===== src/rtl/max_pool_stream.sv =====
// Streaming STRIDE x STRIDE max-pooling over a channel-major raster of Q8.8 samples.
// Emits one window maximum plus a one-hot argmax routing mask per completed window.
module max_pool_stream #(
   parameter int INPUT_WIDTH    = 62,
   parameter int INPUT_HEIGHT   = 62,
   parameter int INPUT_CHANNELS = 30,
   parameter int STRIDE         = 2
) (
   input  logic        clk,
   input  logic        reset,
   input  logic        enable,
   input  logic [15:0] input_data,
   input  logic        input_valid,
   output logic [15:0] pooled_output,
   output logic        output_valid,
   output logic        pool_done,
   output logic [15:0] output_error,
   output logic        backprop_done
);

   localparam int OUT_W = INPUT_WIDTH / STRIDE;
   localparam int OUT_H = INPUT_HEIGHT / STRIDE;
   localparam int XW    = (INPUT_WIDTH > 1) ? $clog2(INPUT_WIDTH) : 1;
   localparam int YW    = (INPUT_HEIGHT > 1) ? $clog2(INPUT_HEIGHT) : 1;
   localparam int CW    = (INPUT_CHANNELS > 1) ? $clog2(INPUT_CHANNELS) : 1;
   localparam int SW    = (STRIDE > 1) ? $clog2(STRIDE) : 1;
   localparam int OXW   = $clog2(OUT_W + 1);
   localparam int OYW   = $clog2(OUT_H + 1);
   localparam int BUF_D = 1 << OXW;

   logic [XW-1:0]  x_q, x_d;
   logic [YW-1:0]  y_q, y_d;
   logic [CW-1:0]  c_q, c_d;
   logic [SW-1:0]  dx_q, dx_d, dy_q, dy_d;
   logic [OXW-1:0] ox_q, ox_d;
   logic [OYW-1:0] oy_q, oy_d;

   logic [15:0] rb_max_q [BUF_D];
   logic [3:0]  rb_idx_q [BUF_D];

   logic [15:0] pooled_q;
   logic [15:0] err_q;
   logic        valid_q;
   logic        done_q;
   logic        bp_q;

   logic        accept;
   logic        x_last, y_last, c_last, dx_last, dy_last;
   logic        in_region;
   logic        first;
   logic        take_new;
   logic [3:0]  cur_k;
   logic [15:0] rd_max;
   logic [3:0]  rd_idx;
   logic [15:0] win_max;
   logic [3:0]  win_idx;
   logic        win_done;
   logic        frame_last;

   assign accept  = enable & input_valid;
   assign x_last  = (x_q == XW'(INPUT_WIDTH - 1));
   assign y_last  = (y_q == YW'(INPUT_HEIGHT - 1));
   assign c_last  = (c_q == CW'(INPUT_CHANNELS - 1));
   assign dx_last = (dx_q == SW'(STRIDE - 1));
   assign dy_last = (dy_q == SW'(STRIDE - 1));

   // ox/oy reach OUT_W/OUT_H only on the trailing columns/rows that floor pooling drops
   assign in_region = (ox_q < OXW'(OUT_W)) && (oy_q < OYW'(OUT_H));

   always_comb begin
      x_d  = x_q;
      y_d  = y_q;
      c_d  = c_q;
      dx_d = dx_q;
      dy_d = dy_q;
      ox_d = ox_q;
      oy_d = oy_q;
      if (accept) begin
         if (x_last) begin
            x_d  = '0;
            dx_d = '0;
            ox_d = '0;
            if (y_last) begin
               y_d  = '0;
               dy_d = '0;
               oy_d = '0;
               c_d  = c_last ? '0 : c_q + 1'b1;
            end else begin
               y_d = y_q + 1'b1;
               if (dy_last) begin
                  dy_d = '0;
                  oy_d = oy_q + 1'b1;
               end else begin
                  dy_d = dy_q + 1'b1;
               end
            end
         end else begin
            x_d = x_q + 1'b1;
            if (dx_last) begin
               dx_d = '0;
               ox_d = ox_q + 1'b1;
            end else begin
               dx_d = dx_q + 1'b1;
            end
         end
      end
   end

   always_comb begin
      rd_max   = rb_max_q[ox_q];
      rd_idx   = rb_idx_q[ox_q];
      first    = (dx_q == '0) && (dy_q == '0);
      cur_k    = 4'(int'(dy_q) * STRIDE + int'(dx_q));
      // strict compare: on ties the earlier (lower k) position keeps the win
      take_new = first || ($signed(input_data) > $signed(rd_max));
      win_max  = take_new ? input_data : rd_max;
      win_idx  = take_new ? cur_k : rd_idx;
      win_done   = accept && in_region && dx_last && dy_last;
      frame_last = accept && x_last && y_last && c_last;
   end

   always_ff @(posedge clk) begin
      if (accept && in_region) begin
         rb_max_q[ox_q] <= win_max;
         rb_idx_q[ox_q] <= win_idx;
      end
   end

   always_ff @(posedge clk or negedge reset) begin
      if (!reset) begin
         x_q      <= '0;
         y_q      <= '0;
         c_q      <= '0;
         dx_q     <= '0;
         dy_q     <= '0;
         ox_q     <= '0;
         oy_q     <= '0;
         pooled_q <= '0;
         err_q    <= '0;
         valid_q  <= 1'b0;
         done_q   <= 1'b0;
         bp_q     <= 1'b0;
      end else begin
         x_q     <= x_d;
         y_q     <= y_d;
         c_q     <= c_d;
         dx_q    <= dx_d;
         dy_q    <= dy_d;
         ox_q    <= ox_d;
         oy_q    <= oy_d;
         valid_q <= win_done;
         done_q  <= frame_last;
         bp_q    <= done_q;
         if (win_done) begin
            pooled_q <= win_max;
            err_q    <= 16'h1 << win_idx;
         end
      end
   end

   assign pooled_output = pooled_q;
   assign output_error  = err_q;
   assign output_valid  = valid_q;
   assign pool_done     = done_q;
   assign backprop_done = bp_q;

endmodule


===== config.mk =====
export PLATFORM = sky130hd
export DESIGN_NAME = max_pool_stream
export DESIGN_NICKNAME = d
export VERILOG_FILES = /design/src/rtl/max_pool_stream.sv
export SDC_FILE = /design/constraint.sdc
export NUM_CORES = 1
export LEC_CHECK = 0
export ABC_CLOCK_PERIOD_IN_PS = 5800
export CAP_MARGIN = 25
export CORE_AREA = 2 2 252 254
export CTS_BUF_LIST = sky130_fd_sc_hd__clkbuf_4
export CTS_CLUSTER_DIAMETER = 60
export CTS_CLUSTER_SIZE = 16
export DETAILED_ROUTE_END_ITERATION = 16
export DIE_AREA = 0 0 254 256
export GPL_TIMING_DRIVEN = 0
export MAX_ROUTING_LAYER = met4
export PLACE_DENSITY = 0.62
export SLEW_MARGIN = 5
export SYNTH_ARGS = -nofsm -noshare
export SYNTH_HDL_FRONTEND = slang
export SYNTH_SLANG_ARGS = --single-unit

===== constraint.sdc =====
create_clock -name clk -period 5.8 [get_ports clk]
set_input_delay 0.87 -clock clk [delete_from_list [all_inputs] [get_ports clk]]
set_output_delay 0.87 -clock clk [all_outputs]
set_load 0.01 [all_outputs]

==> results.sh <==
export IMPL_status="complete, no violations"
export IMPL_multi_input_area_mm2=0.00706
export IMPL_power_switching_w=0.00482
export IMPL_num_rows=92
export IMPL_synth_edf_count=640
export IMPL_synth_nets=1420
export IMPL_synth_area_per_cell_um2=20.2
export IMPL_synth_flop_cell="edfxtp_1"
export IMPL_dp_hpwl_mm=48.9
export IMPL_synthMuxAreaShare_pct=14.2
export IMPL_worstMarginPinSlew_ns=1.00
export IMPL_drive_gt1_share_pct=29.0
export IMPL_finalHoldViolations=0
export IMPL_synth_seq_area_share_pct=75.1
export IMPL_ant_nets=0
export IMPL_clk_pin_slew_ns=0.16
export IMPL_synth_top_family_by_area="multiplexers"
export IMPL_finalNetCount=1603
export IMPL_holdWs_ns=0.334
export IMPL_drcViolationCount=0
export IMPL_wl_mm=75.8
export IMPL_grt_setup_unrepaired="yes"
export IMPL_netlist_area_mm2=0.0277
export IMPL_start_kind="register"
export IMPL_clock_sinks=704
export IMPL_setup_tns_ns=0
export IMPL_min_period_ns=5.78
export IMPL_relSlewSlack_pct=31.9
export IMPL_drtIter0Drc=1928
export IMPL_cp_required_ns=6.68
export IMPL_cts_buffer_depth=3
export IMPL_vias=15000
export IMPL_wl_per_cell_um=31.0
export IMPL_dp_slack_ns=-0.907
export IMPL_postPlaceCellArea_mm2=0.0306
export IMPL_fin_ws_ns=0.0222
export IMPL_skew_ns=0.141
export IMPL_swShare_pct=34.5
export IMPL_postLayoutCoreUtil_pct=51.2
export IMPL_leakage_nw=10.2
export IMPL_synth_adder_area_share_pct=1.22
export IMPL_crit_fanout=33
export IMPL_syn_inst=1373
export IMPL_synth_xor_area_share_pct=0.221
export IMPL_yosysWarnings=0
export IMPL_clkLatencyLatePin_ns=0.97
export IMPL_root_buffer="clkbuf_4"
export IMPL_antenna_found_initial=5
export IMPL_fillers=5031
export IMPL_pin_count=55
export IMPL_fin_crit_sh_pct=99.6
export IMPL_power_frac_seq_pct=46.0
export IMPL_yosys_area_share_simple_pct=3.39
export IMPL_power_frac_comb_pct=37.5
export IMPL_end_kind="register"
export IMPL_place_congestion=0.871
export IMPL_netlist_area_leader_share_pct=69.3
export IMPL_drt_first_pass_iters=7
export IMPL_final_cell_area_mm2=0.0320
export IMPL_synth_compound_area_share_pct=4.15
export IMPL_syn2layout_area_growth_pct=15.3
export IMPL_core_area_mm2=0.0624
export IMPL_dieArea_mm2=0.0650
export IMPL_clockPowerShare_pct=16.6
export IMPL_h_tree_depth=2
export IMPL_async_reset_ff_share_pct=9.09
export IMPL_crit_arrival_ns=6.65
export IMPL_grt_max_degree=58
export IMPL_die_w_um=254
export IMPL_regArea_mm2=0.0208
export IMPL_netlist_top_cells_count="640 x edfxtp_1, 152 x mux4_2, 72 x a22oi_1"
export IMPL_power_density_mw_per_mm2=438
export IMPL_yosys_top_cells_area="edfxtp_1 69%, mux4_2 12%, dfrtp_1 5.8%, a22oi_1 1.9%, ha_1 1.2%"
export IMPL_synth_top_cell_by_area="edfxtp_1"
export IMPL_grt_pass1_vias=14700
export IMPL_vias_per_cell=6.15
export IMPL_die_h_um=256
export IMPL_max_vdd_ir_drop_v=0.000229
export IMPL_p_int_w=0.00917
export IMPL_yosysUniqueCellTypes=52
export IMPL_cts_tree="done"
export IMPL_track_usage_pct=24.3
export IMPL_drv_slew=0
export IMPL_ys_ff_latch=704
export IMPL_start_util_pct=44.4
export IMPL_critPathKind="reg -> reg"
export IMPL_yosys_cell_count_top_type="edfxtp_1"
export IMPL_grt_pass1_wl_mm=107
export IMPL_grt_overflow_total=0
export IMPL_cts_made_buffers=53
export IMPL_finalSetupViolations=0
export IMPL_io_buffers=54
export IMPL_clock_fmax_ghz=0.173
export IMPL_maxCapViolCount=0
export IMPL_min_path_type="in -> async"
worst max-delay path, stage by stage, from the launching register on:
cell	delay [ns]
dfrtp_1	0.41
buf_2	0.18
buf_2	0.21
nor3_2	0.38
buf_4	0.29
clkbuf_2	0.46
a22oi_1	0.25
and4_1	0.28
ha_1	0.32
a41o_1	0.22
a21oi_1	0.26
nor3_1	0.15
or4_4	0.60
a21boi_2	0.27
buf_6	0.29
mux2i_4	0.88
mux2_2	0.30
registers in the layout, summed over array words and instances, names as in the netlist:
name / cells
ox_q: 5
oy_q: 5
output_error: 16
c_q: 5
pooled_output: 16
rb_idx_q: 128
x_q: 6
output_valid: 1
dx_last: 1
pool_done: 1
backprop_done: 1
dy_last: 1
y_q: 6
rb_max_q: 512
cells by family (layout without fill, tap and decap cells):
| group | count (synthesis) | count (layout) |
|---|---|---|
| compound gates | 163 | 163 |
| xor+xnor | 7 | 7 |
| fa+ha+maj | 27 | 27 |
| buf+inv | 94 | 304 |
| flops | 704 | 704 |
| mux | 201 | 210 |
| other cells | 0 | 4 |
| simple gates | 177 | 177 |
worst paths after layout:
kind / startpoint / to / slack [ns] / depth (start not counted)
max: ox_q[2] / pooled_output[15] / 0.02 / 16
min: reset / output_error[13] / 0.33 / 2
max reg2reg: ox_q[2] / pooled_output[15] / 0.02 / 16
min reg2reg: pool_done / backprop_done / 0.40 / 0
max in group asynchronous: reset / c_q[3] / 4.89 / 3
min in group clk: pool_done / backprop_done / 0.40 / 0
power by group through the flow:
stage	sequential, W	combinational (W)	clock, W
after floorplan	0.00656	0.00281	0
after global placement	0.00660	0.00418	0
after detailed placement	0.00656	0.00465	0
after CTS	0.00643	0.00519	0.00235
after global routing	0.00644	0.00550	0.00252
final	0.00643	0.00525	0.00232
placed cells by master, fill, tap and decap left out, types with 10 or more instances in the layout:
cell type        synthesis  routed
nand2_1                 39      39
mux2_2                  17      17
clkbuf_2                 0      10
a22oi_1                 72      68
nand4_1                 13      13
clkdlybuf4s50_1          0      53
buf_12                   0      15
o22ai_1                 12      12
mux2i_1                 32      17
mux2i_4                  0      21
clkbuf_4                 0      77
buf_6                   12      16
and4_1                  16      13
mux4_2                 152     152
nor2_1                  51      18
ha_1                    27      27
nand3_1                 12      12
clkbuf_1                23      11
dfrtp_1                 64      64
nor2_4                   0      32
buf_16                   0      24
o21ai_0                 33      33
buf_4                    4      30
inv_1                   23      23
buf_2                   18      19
edfxtp_1               640     640
a21oi_1                 11      11
final cells by class:
cell class              instances  share of cell area (%)
clock inverters                15                   0.536
clock buffers                  76                    1.79
plain buffers                  64                    1.32
flip-flops and latches        704                    65.1
multi-input cells             584                    22.1
inverters                      28                   0.329
repair buffers                121                    5.45
diodes                          4                  0.0313
well taps                     846                    3.31
what timing repair did:
item,CTS,global route
hold endpoints to repair,21,0
hold buffers,1,0
resized for setup,51,12
setup endpoints to repair,568,377
cloned,9,0
buffers inserted,26,0
layer usage:
| metal | global-route usage [%] | up-vias | part of all wire, % |
|---|---|---|---|
| met3 | 4.26 | 135 | 9.0 |
| met2 | 36.0 | 773 | 46 |
| li1 | - | 6083 | - |
| met5 | - | - | 0 |
| met4 | 6.90 | 0 | 3.0 |
| met1 | 34.8 | 8018 | 42 |
per-stage QoR:
stage / instances / total power (W)
detailed placement: 2313 / 0.0112
global placement: 2273 / 0.0108
CTS: 2439 / 0.0140
floorplan: 1373 / 0.00937
global route: 2441 / 0.0145
finish: 2442 / 0.0140
Note: power is estimated with default switching activity, not from simulation.
